<file path="config.mk">
export PLATFORM = sky130hd
export DESIGN_NAME = alu_dec_seq
export DESIGN_NICKNAME = d
export VERILOG_FILES = /design/src/rtl/alu_dec_seq.sv
export SDC_FILE = /design/constraint.sdc
export NUM_CORES = 1
export LEC_CHECK = 0
export BUFFER_PORTS_ARGS = -buffer_cell sky130_fd_sc_hd__buf_2
export CAP_MARGIN = 25
export CORE_AREA = 4 4 121 100
export DETAILED_ROUTE_END_ITERATION = 8
export DIE_AREA = 0 0 125 104
export GPL_ROUTABILITY_DRIVEN = 0
export PLACE_DENSITY_LB_ADDON = 0.2
export SLEW_MARGIN = 0
export SYNTH_ARGS = -nofsm -noshare
export SYNTH_HDL_FRONTEND = slang
export SYNTH_SLANG_ARGS = --single-unit
</file>
<file path="constraint.sdc">
create_clock -name clk -period 3.1 [get_ports clk]
set_input_delay 0.465 -clock clk [delete_from_list [all_inputs] [get_ports clk]]
set_output_delay 0.465 -clock clk [all_outputs]
set_load 0.02 [all_outputs]
</file>
<file path="src/rtl/alu_dec_seq.sv">
// alu_dec_seq: converts an unsigned 16-bit value to BCD digits, least
// significant first, by running byte-wise long division by 10 on an
// external ALU. The sequencer only moves registers; every arithmetic step
// goes through the ALU.
// Optional feature: define ALU_DEC_SEQ_EARLY_EXIT_EN to stop as soon as the
// remaining quotient is zero (leading zeros suppressed).
//
// state  | meaning
// IDLE   | waiting for start, ALU idle (OP_0)
// HI_DIV | {r,q[15:8]} / 10 -> qhi
// HI_MOD | {r,q[15:8]} % 10 -> r
// LO_DIV | {r,q[7:0]} / 10  -> q[7:0], q[15:8] <= qhi, shadow old r/q[7:0]
// LO_MOD | {old r,old q[7:0]} % 10 -> r (the new digit)
// EMIT   | digit_valid pulse with digit = r, advance or finish
// FIN    | done pulse, busy drops
module alu_dec_seq #(
  parameter int NDIGITS  = 5,
  parameter int ALU_WAIT = 1,
  parameter int LOG      = 0
) (
  input  logic        clk,
  input  logic        reset,
  input  logic        start,
  input  logic [15:0] value,
  output logic        busy,
  output logic        done,
  output logic        err,
  output logic        digit_valid,
  output logic [3:0]  digit,
  output logic [2:0]  digit_idx,
  output logic [4:0]  alu_op,
  output logic [7:0]  alu_a,
  output logic [7:0]  alu_b,
  input  logic [7:0]  alu_o,
  input  logic        _alu_flag_o
);

  // ALU operation encodings used by this sequencer.
  localparam logic [4:0] OP_0         = 5'h00;
  localparam logic [4:0] OP_BA_DIV_10 = 5'h12;
  localparam logic [4:0] OP_BA_MOD_10 = 5'h13;

  localparam int WW = (ALU_WAIT > 1) ? $clog2(ALU_WAIT) : 1;
  localparam logic [WW-1:0] WAIT_LOAD = WW'(ALU_WAIT - 1);

  // Logging is done by the surrounding bench; LOG only has to be 0 or 1 here.
  if (NDIGITS < 1 || NDIGITS > 7 || ALU_WAIT < 1 || (LOG != 0 && LOG != 1)) begin : g_bad_param
    $error("alu_dec_seq: illegal parameter value");
  end

  typedef enum logic [2:0] {IDLE, HI_DIV, HI_MOD, LO_DIV, LO_MOD, EMIT, FIN} state_t;

  state_t         state, state_nx;
  logic [15:0]    q;
  logic [3:0]     r, r_sh;
  logic [7:0]     qhi, qlo_sh;
  logic [WW-1:0]  wait_cnt;
  logic           step_end;
  logic           last_digit;
  logic           exit_now;

  assign step_end   = (wait_cnt == '0);
  assign last_digit = (digit_idx == 3'(NDIGITS - 1));

`ifdef ALU_DEC_SEQ_EARLY_EXIT_EN
  assign exit_now = last_digit || (q == 16'h0000);
`else
  assign exit_now = last_digit;
`endif

  // Next-state and ALU/handshake outputs, all decoded from the current state.
  always_comb begin
    state_nx    = state;
    alu_op      = OP_0;
    alu_a       = 8'h00;
    alu_b       = 8'h00;
    digit_valid = 1'b0;
    digit       = 4'h0;
    done        = 1'b0;
    case (state)
      IDLE: if (start) state_nx = HI_DIV;
      HI_DIV: begin
        alu_op = OP_BA_DIV_10;
        alu_a  = q[15:8];
        alu_b  = {4'b0, r};
        if (step_end) state_nx = HI_MOD;
      end
      HI_MOD: begin
        alu_op = OP_BA_MOD_10;
        alu_a  = q[15:8];
        alu_b  = {4'b0, r};
        if (step_end) state_nx = LO_DIV;
      end
      LO_DIV: begin
        alu_op = OP_BA_DIV_10;
        alu_a  = q[7:0];
        alu_b  = {4'b0, r};
        if (step_end) state_nx = LO_MOD;
      end
      LO_MOD: begin
        alu_op = OP_BA_MOD_10;
        alu_a  = qlo_sh;
        alu_b  = {4'b0, r_sh};
        if (step_end) state_nx = EMIT;
      end
      EMIT: begin
        digit_valid = 1'b1;
        digit       = r;
        state_nx    = exit_now ? FIN : HI_DIV;
      end
      FIN: begin
        done     = 1'b1;
        state_nx = IDLE;
      end
      default: state_nx = IDLE;
    endcase
  end

  // State register.
  always_ff @(posedge clk or posedge reset) begin
    if (reset) state <= IDLE;
    else       state <= state_nx;
  end

  // Working registers: operand capture, ALU result capture on the last wait clock, digit count.
  always_ff @(posedge clk or posedge reset) begin
    if (reset) begin
      q         <= 16'h0000;
      r         <= 4'h0;
      r_sh      <= 4'h0;
      qhi       <= 8'h00;
      qlo_sh    <= 8'h00;
      wait_cnt  <= '0;
      busy      <= 1'b0;
      err       <= 1'b0;
      digit_idx <= 3'd0;
    end else begin
      if (state == IDLE) begin
        if (start) begin
          q         <= value;
          r         <= 4'h0;
          err       <= 1'b0;
          busy      <= 1'b1;
          digit_idx <= 3'd0;
          wait_cnt  <= WAIT_LOAD;
        end
      end else if (state == EMIT) begin
        r <= 4'h0;
        if (!exit_now) digit_idx <= digit_idx + 3'd1;
      end else if (state == FIN) begin
        busy <= 1'b0;
      end else if (!step_end) begin
        wait_cnt <= wait_cnt - 1'b1;
      end else begin
        wait_cnt <= WAIT_LOAD;
        if (!_alu_flag_o) err <= 1'b1;
        if (state == HI_DIV) begin
          qhi <= alu_o;
        end else if (state == HI_MOD) begin
          r <= alu_o[3:0];
        end else if (state == LO_DIV) begin
          q      <= {qhi, alu_o};
          qlo_sh <= q[7:0];
          r_sh   <= r;
        end else begin
          r <= alu_o[3:0];
        end
      end
    end
  end

endmodule

</file>
---- Word-level counts from Yosys, hierarchy flattened ----
Index checks and enable logic that the tools add are counted.
storage, ports and cells
  register bits ........................... 49
  input port bits ......................... 28
  output and inout bits ................... 32
  logic and storage cells ................. 105
operators by class
  add/subtract/negate cells ............... 2
  equal/unequal tests ..................... 23
  muxes and demuxes ....................... 47
  bitwise operators ....................... 6
  reductions and logical operators ........ 17
operators by type and width
  kind                                                   number
  two-way mux 16 bit                                     8
  two-way mux 4 bit                                      9
  two-way mux 3 bit                                      10
  case mux 8 bit (3 select lines)                        1
  AND reduction 5 bit                                    4
  inequality test 2 bit, second input constant           9
  case mux 3 bit (6 select lines)                        1
  two-way mux 1 bit                                      16
  AND reduction 7 bit                                    2
  equality test 3 bit, second input constant             4
  case mux 5 bit (2 select lines)                        1
  AND reduction 3 bit                                    3
  case mux 4 bit (2 select lines)                        1
  equality test 3 x 2 -> 1 bit, second input constant    2
  inequality test 2 x 1 -> 1 bit, second input constant  3
  inequality test 3 bit, second input constant           2
  inverter 1 bit                                         6
  nonzero test 2 bit                                     3
  OR reduction 2 bit                                     3
  inequality test 4 bit, second input constant           1
  adder 3 x 1 -> 3 bit, second input constant            1
  equality test 3 x 1 -> 1 bit, second input constant    1
  logical NOT 3 bit                                      1
  inequality test 3 x 1 -> 1 bit, second input constant  1
  2 further kinds                                        2

---- Logic depth before layout (Yosys ltp) ----
  word-level depth ........................ 8
  gate-level depth with buffers ........... 6
  mapped depth without buffers ............ 5

---- Worst setup path after synthesis ----
OpenSTA, ideal clock, no wires.
  kind .................................... flip-flop to output port
  from .................................... register state[2]
  to ...................................... output port alu_op[4]
  arrival time ............................ 1477 ps
  required time ........................... 2635 ps
  path slack .............................. 1158 ps
  cell stages (with the launch flop) ...... 6
  cells stage by stage .................... dfrtp_1 buf_6 buf_2 buf_2 xnor2_1 buf_4
on the way
  longest elaborated chain between the ends .. 3
  elaborated cells between the ends (all ways) .. 7
  those cells by class .................... eq/ne: 4; mux: 1; reduce/logical: 2
ends and longest elaborated chain
  what                                                  RTL line  text
  from (decl)                                           53        state_t state, state_nx;
  from (signal assigned)                                122       else state <= state_nx;
  equality test 3 x 2 -> 1 bit (tied with other cells)  80        case (state)
  OR reduction 2 bit (no line)                          -
  case mux 5 bit (2 select lines) *                     80
  to (decl)                                             31        output logic [4:0] alu_op,
Every way passes the cells marked *; elsewhere a longest branch is shown, timed or not.

---- Final worst setup path ----
  from .................................... register state[0]
  to ...................................... output port alu_a[5]
on the way
  longest elaborated chain between the ends .. 3
  elaborated cells between the ends (all ways) .. 6
  those cells by class .................... eq/ne: 4; mux: 1; reduce/logical: 1
ends and longest elaborated chain
  what                                                                                 RTL line  text
  equality test 3 x 1 -> 1 bit / equality test 3 x 2 -> 1 bit (equally long branches)  80
  OR reduction 2 bit (no line)                                                         -
  case mux 8 bit (3 select lines) *                                                    80
  to (decl)                                                                            32        output logic [7:0] alu_a,
Marks and branches as above.

==> flow_summary.json <==
{
  "final_area_sq_um": 3180,
  "nNetsFinal": 328,
  "leakage_nw": 1.41,
  "cts_buffer_depth": 2,
  "pwr-share-comb_pct": 50.5,
  "final_antenna_net_count": 0,
  "period_needed_ns": 2.68,
  "grt_max_degree": 43,
  "antenna_found_initial": 0,
  "ctsHtreeMaxLevel": 2,
  "power_mw": 3.66,
  "synthTopCellsByArea": "dfrtp_1 45%, mux2_2 8.0%, o221a_1 6.7%",
  "worstPathArrival_ns": 2.21,
  "drv_cap": 0,
  "grt_pass1_wl_mm": 11.7,
  "intPower_mw": 2.11,
  "clk_latency_ns": 0.29,
  "initial_core_util_pct": 24.9,
  "cts_tree": "yes",
  "syn_area_sq_um": 2690,
  "netSwitchingPower_mw": 1.55,
  "critPathCaptureType": "primary output",
  "post_cts_resized": 0,
  "numCtsBuffers": 5,
  "drtPass1Iterations": 4,
  "reg2reg_depth": 5,
  "grt_pass1_vias": 2134,
  "wl_per_cell_microns": 16.3,
  "synth_edf_count": 0,
  "drv_slew": 0,
  "status": "complete, no violations",
  "core.rowCount": 34,
  "yosys.area.top_type_share_pct": 44.7,
  "syn_area_per_cell_sq_um": 10.6,
  "hold_path_class": "in -> async",
  "yosys_warnings": 0,
  "postCtsSetupBuffers": 0,
  "slew_headroom_pct": 48.1,
  "drt-initial-drc-count": 90,
  "skew_ns": 0.00721,
  "path_class": "reg -> out",
  "reg2reg_slack_ns": 0.86,
  "reg2reg_to": "r_sh[3]$_DFFE_PP0P_",
  "root_buffer": "clkbuf_16",
  "layout_setup_ws_ns": 0.424,
  "min_period_over_period_pct": 86.3,
  "max_freq_mhz": 374,
  "ys_seq_elements": 48,
  "die_h_microns": 104,
  "p_clk_share_pct": 15.7,
  "ys_seq_area_share_pct": 44.7,
  "die_area_sq_um": 13000,
  "postSynthCellCount": 254,
  "place_ws_ns": 0.774,
  "worstMarginPinSlew_ns": 0.775,
  "die_x_microns": 125,
  "rsz0062_at_grt": "false",
  "max-vdd-ir-drop_uv": 434,
  "finalHoldViolations": 0,
  "share_seq_of_total_power_pct": 33.8,
  "cp.required_ns": 2.63,
  "drive_gt1_share_pct": 31.1,
  "cp-start-kind": "register",
  "synthFlopType": "dfrtp_1",
  "grt_overflow": 0,
  "routed_via_density": 4.63,
  "io_buffers": 53,
  "setup_tns_ns": 0,
  "coreArea_sq_um": 10800,
  "dpl.cell_count": 435,
  "diodes": 0,
  "final_core_util_pct": 29.4,
  "yosys.area.top_type": "dfrtp_1",
  "r2r_start": "state[0]$_DFFE_PP0P_",
  "clkSinkCount": 48,
  "cts.clk_slew.worst_paths_ns": 0.07,
  "num_vias": 2049,
  "setup_viol": 0,
  "hold_ws_ns": 0.194,
  "netSwitchingFraction_pct": 42.4,
  "stdcell_count": 443,
  "n_fill_cell": 1192,
  "power_density_nw_per_um2": 1150,
  "dpl_cell_area_sq_um": 3020,
  "ioPinCount": 60,
  "synth_cell_types": 45,
  "areaGrowthSynthToFinish_pct": 18.3,
  "worstPathMaxFanout": 12,
  "ys_async_sr_fraction_pct": 100,
  "ctsHoldBuffers": 0,
  "place_hpwl_mm": 4.98,
  "grt_usage_pct": 11.2,
  "drt-total-wl_mm": 7.23,
  "drc": 0
}
## cells by family after synthesis
family,Yosys count,synth area share (%)
AOI/OAI and AO/OA,70,21.0
xor gates and xnor gates,3,1.26
adders and majority gates,2,0.931
buffers and inverters,32,7.22
DFF,48,44.7
muxes,23,9.50
other,1,0.140
and+or+nand+nor,75,15.2
## critical path, cell delays in order (launching register included)
cell,delay [ns]
dfrtp_1,0.54
buf_4,0.23
xor2_2,0.55
a22oi_1,0.16
o2bb2ai_1,0.25
buf_2,0.20
## layout by cell type, fill, tap and decap left out, types with 2 or more instances in the layout
master and instances:
buf_4 6, inv_1 4, a22oi_1 7, and3b_1 2, a221o_1 3, clkbuf_8 2, a21o_1 2, a211o_1 2
nand2b_1 2, nand3_1 2, nand2_1 11, o2bb2ai_1 10, ha_1 2, xnor2_1 2, buf_2 53, nor2_1 21
mux2_2 19, nor3_1 2, mux2i_1 3, o221a_1 16, and2_1 6, a21oi_1 19, dfrtp_1 47, nor2b_1 18
clkbuf_16 5, and3_1 2, nand4_1 2, conb_1 6, o21ai_0 2, a22o_1 3
## power groups by stage
stage          Combinational, mW  Sequential [mW]  Clock (mW)
6_report                    1.85             1.24       0.575
5_1_grt                     2.05             1.28       0.612
4_1_cts                     1.88             1.23       0.596
3_5_place_dp                1.87             1.24           0
3_3_place_gp                1.85             1.24           0
2_1_floorplan               1.49             1.15           0
## sequential cells by signal, indices dropped and copies added (netlist names)
signal and cells:
q 16, qhi 8, qlo_sh 8, r 4, r_sh 4, digit_idx 3
state 3, busy 1, err 1
## Yosys cell counts, types with 4 or more instances
| library cell | number |
|---|---|
| dfrtp_1 | 48 |
| o221a_1 | 16 |
| nor2b_1 | 18 |
| buf_2 | 8 |
| inv_1 | 5 |
| a22oi_1 | 7 |
| buf_6 | 4 |
| and2_1 | 6 |
| a21oi_1 | 19 |
| buf_4 | 9 |
| nor2_1 | 21 |
| o2bb2ai_1 | 10 |
| clkbuf_1 | 6 |
| nand2_1 | 11 |
| mux2_2 | 19 |
## layer usage
layer	up-vias	share of wire (%)	track usage [%]
li1	1001	-	-
met1	1007	50	15.3
met2	37	45	17.7
met3	4	4.2	3.13
met4	0	0.79	2.55
met5	-	0	0
## final cells by class
cell class	instances	area [sq um]	area share [%]
Multi-Input combinational cell	179	1310	41.2
Sequential cell	48	1200	37.8
Timing Repair Buffer	59	310	9.76
Tap cell	144	180	5.67
Clock buffer	8	156	4.92
Inverter	5	18.8	0.591
## worst max-delay path by stage
stage,from,endpoint,slack [ns],depth (start not counted)
6_report,state[0]$_DFFE_PP0P_,alu_a[5],0.42,5
5_1_grt,state[0]$_DFFE_PP0P_,alu_a[7],0.32,5
4_1_cts,state[0]$_DFFE_PP0P_,alu_a[5],0.43,5
3_5_place_dp,state[0]$_DFFE_PP0P_,alu_a[5],0.77,5
3_3_place_gp,state[1]$_DFFE_PP0P_,alu_a[5],0.85,4
2_1_floorplan,state[2]$_DFFE_PP0P_,alu_op[4],1.16,5
Power figures use the tool's default switching activity.
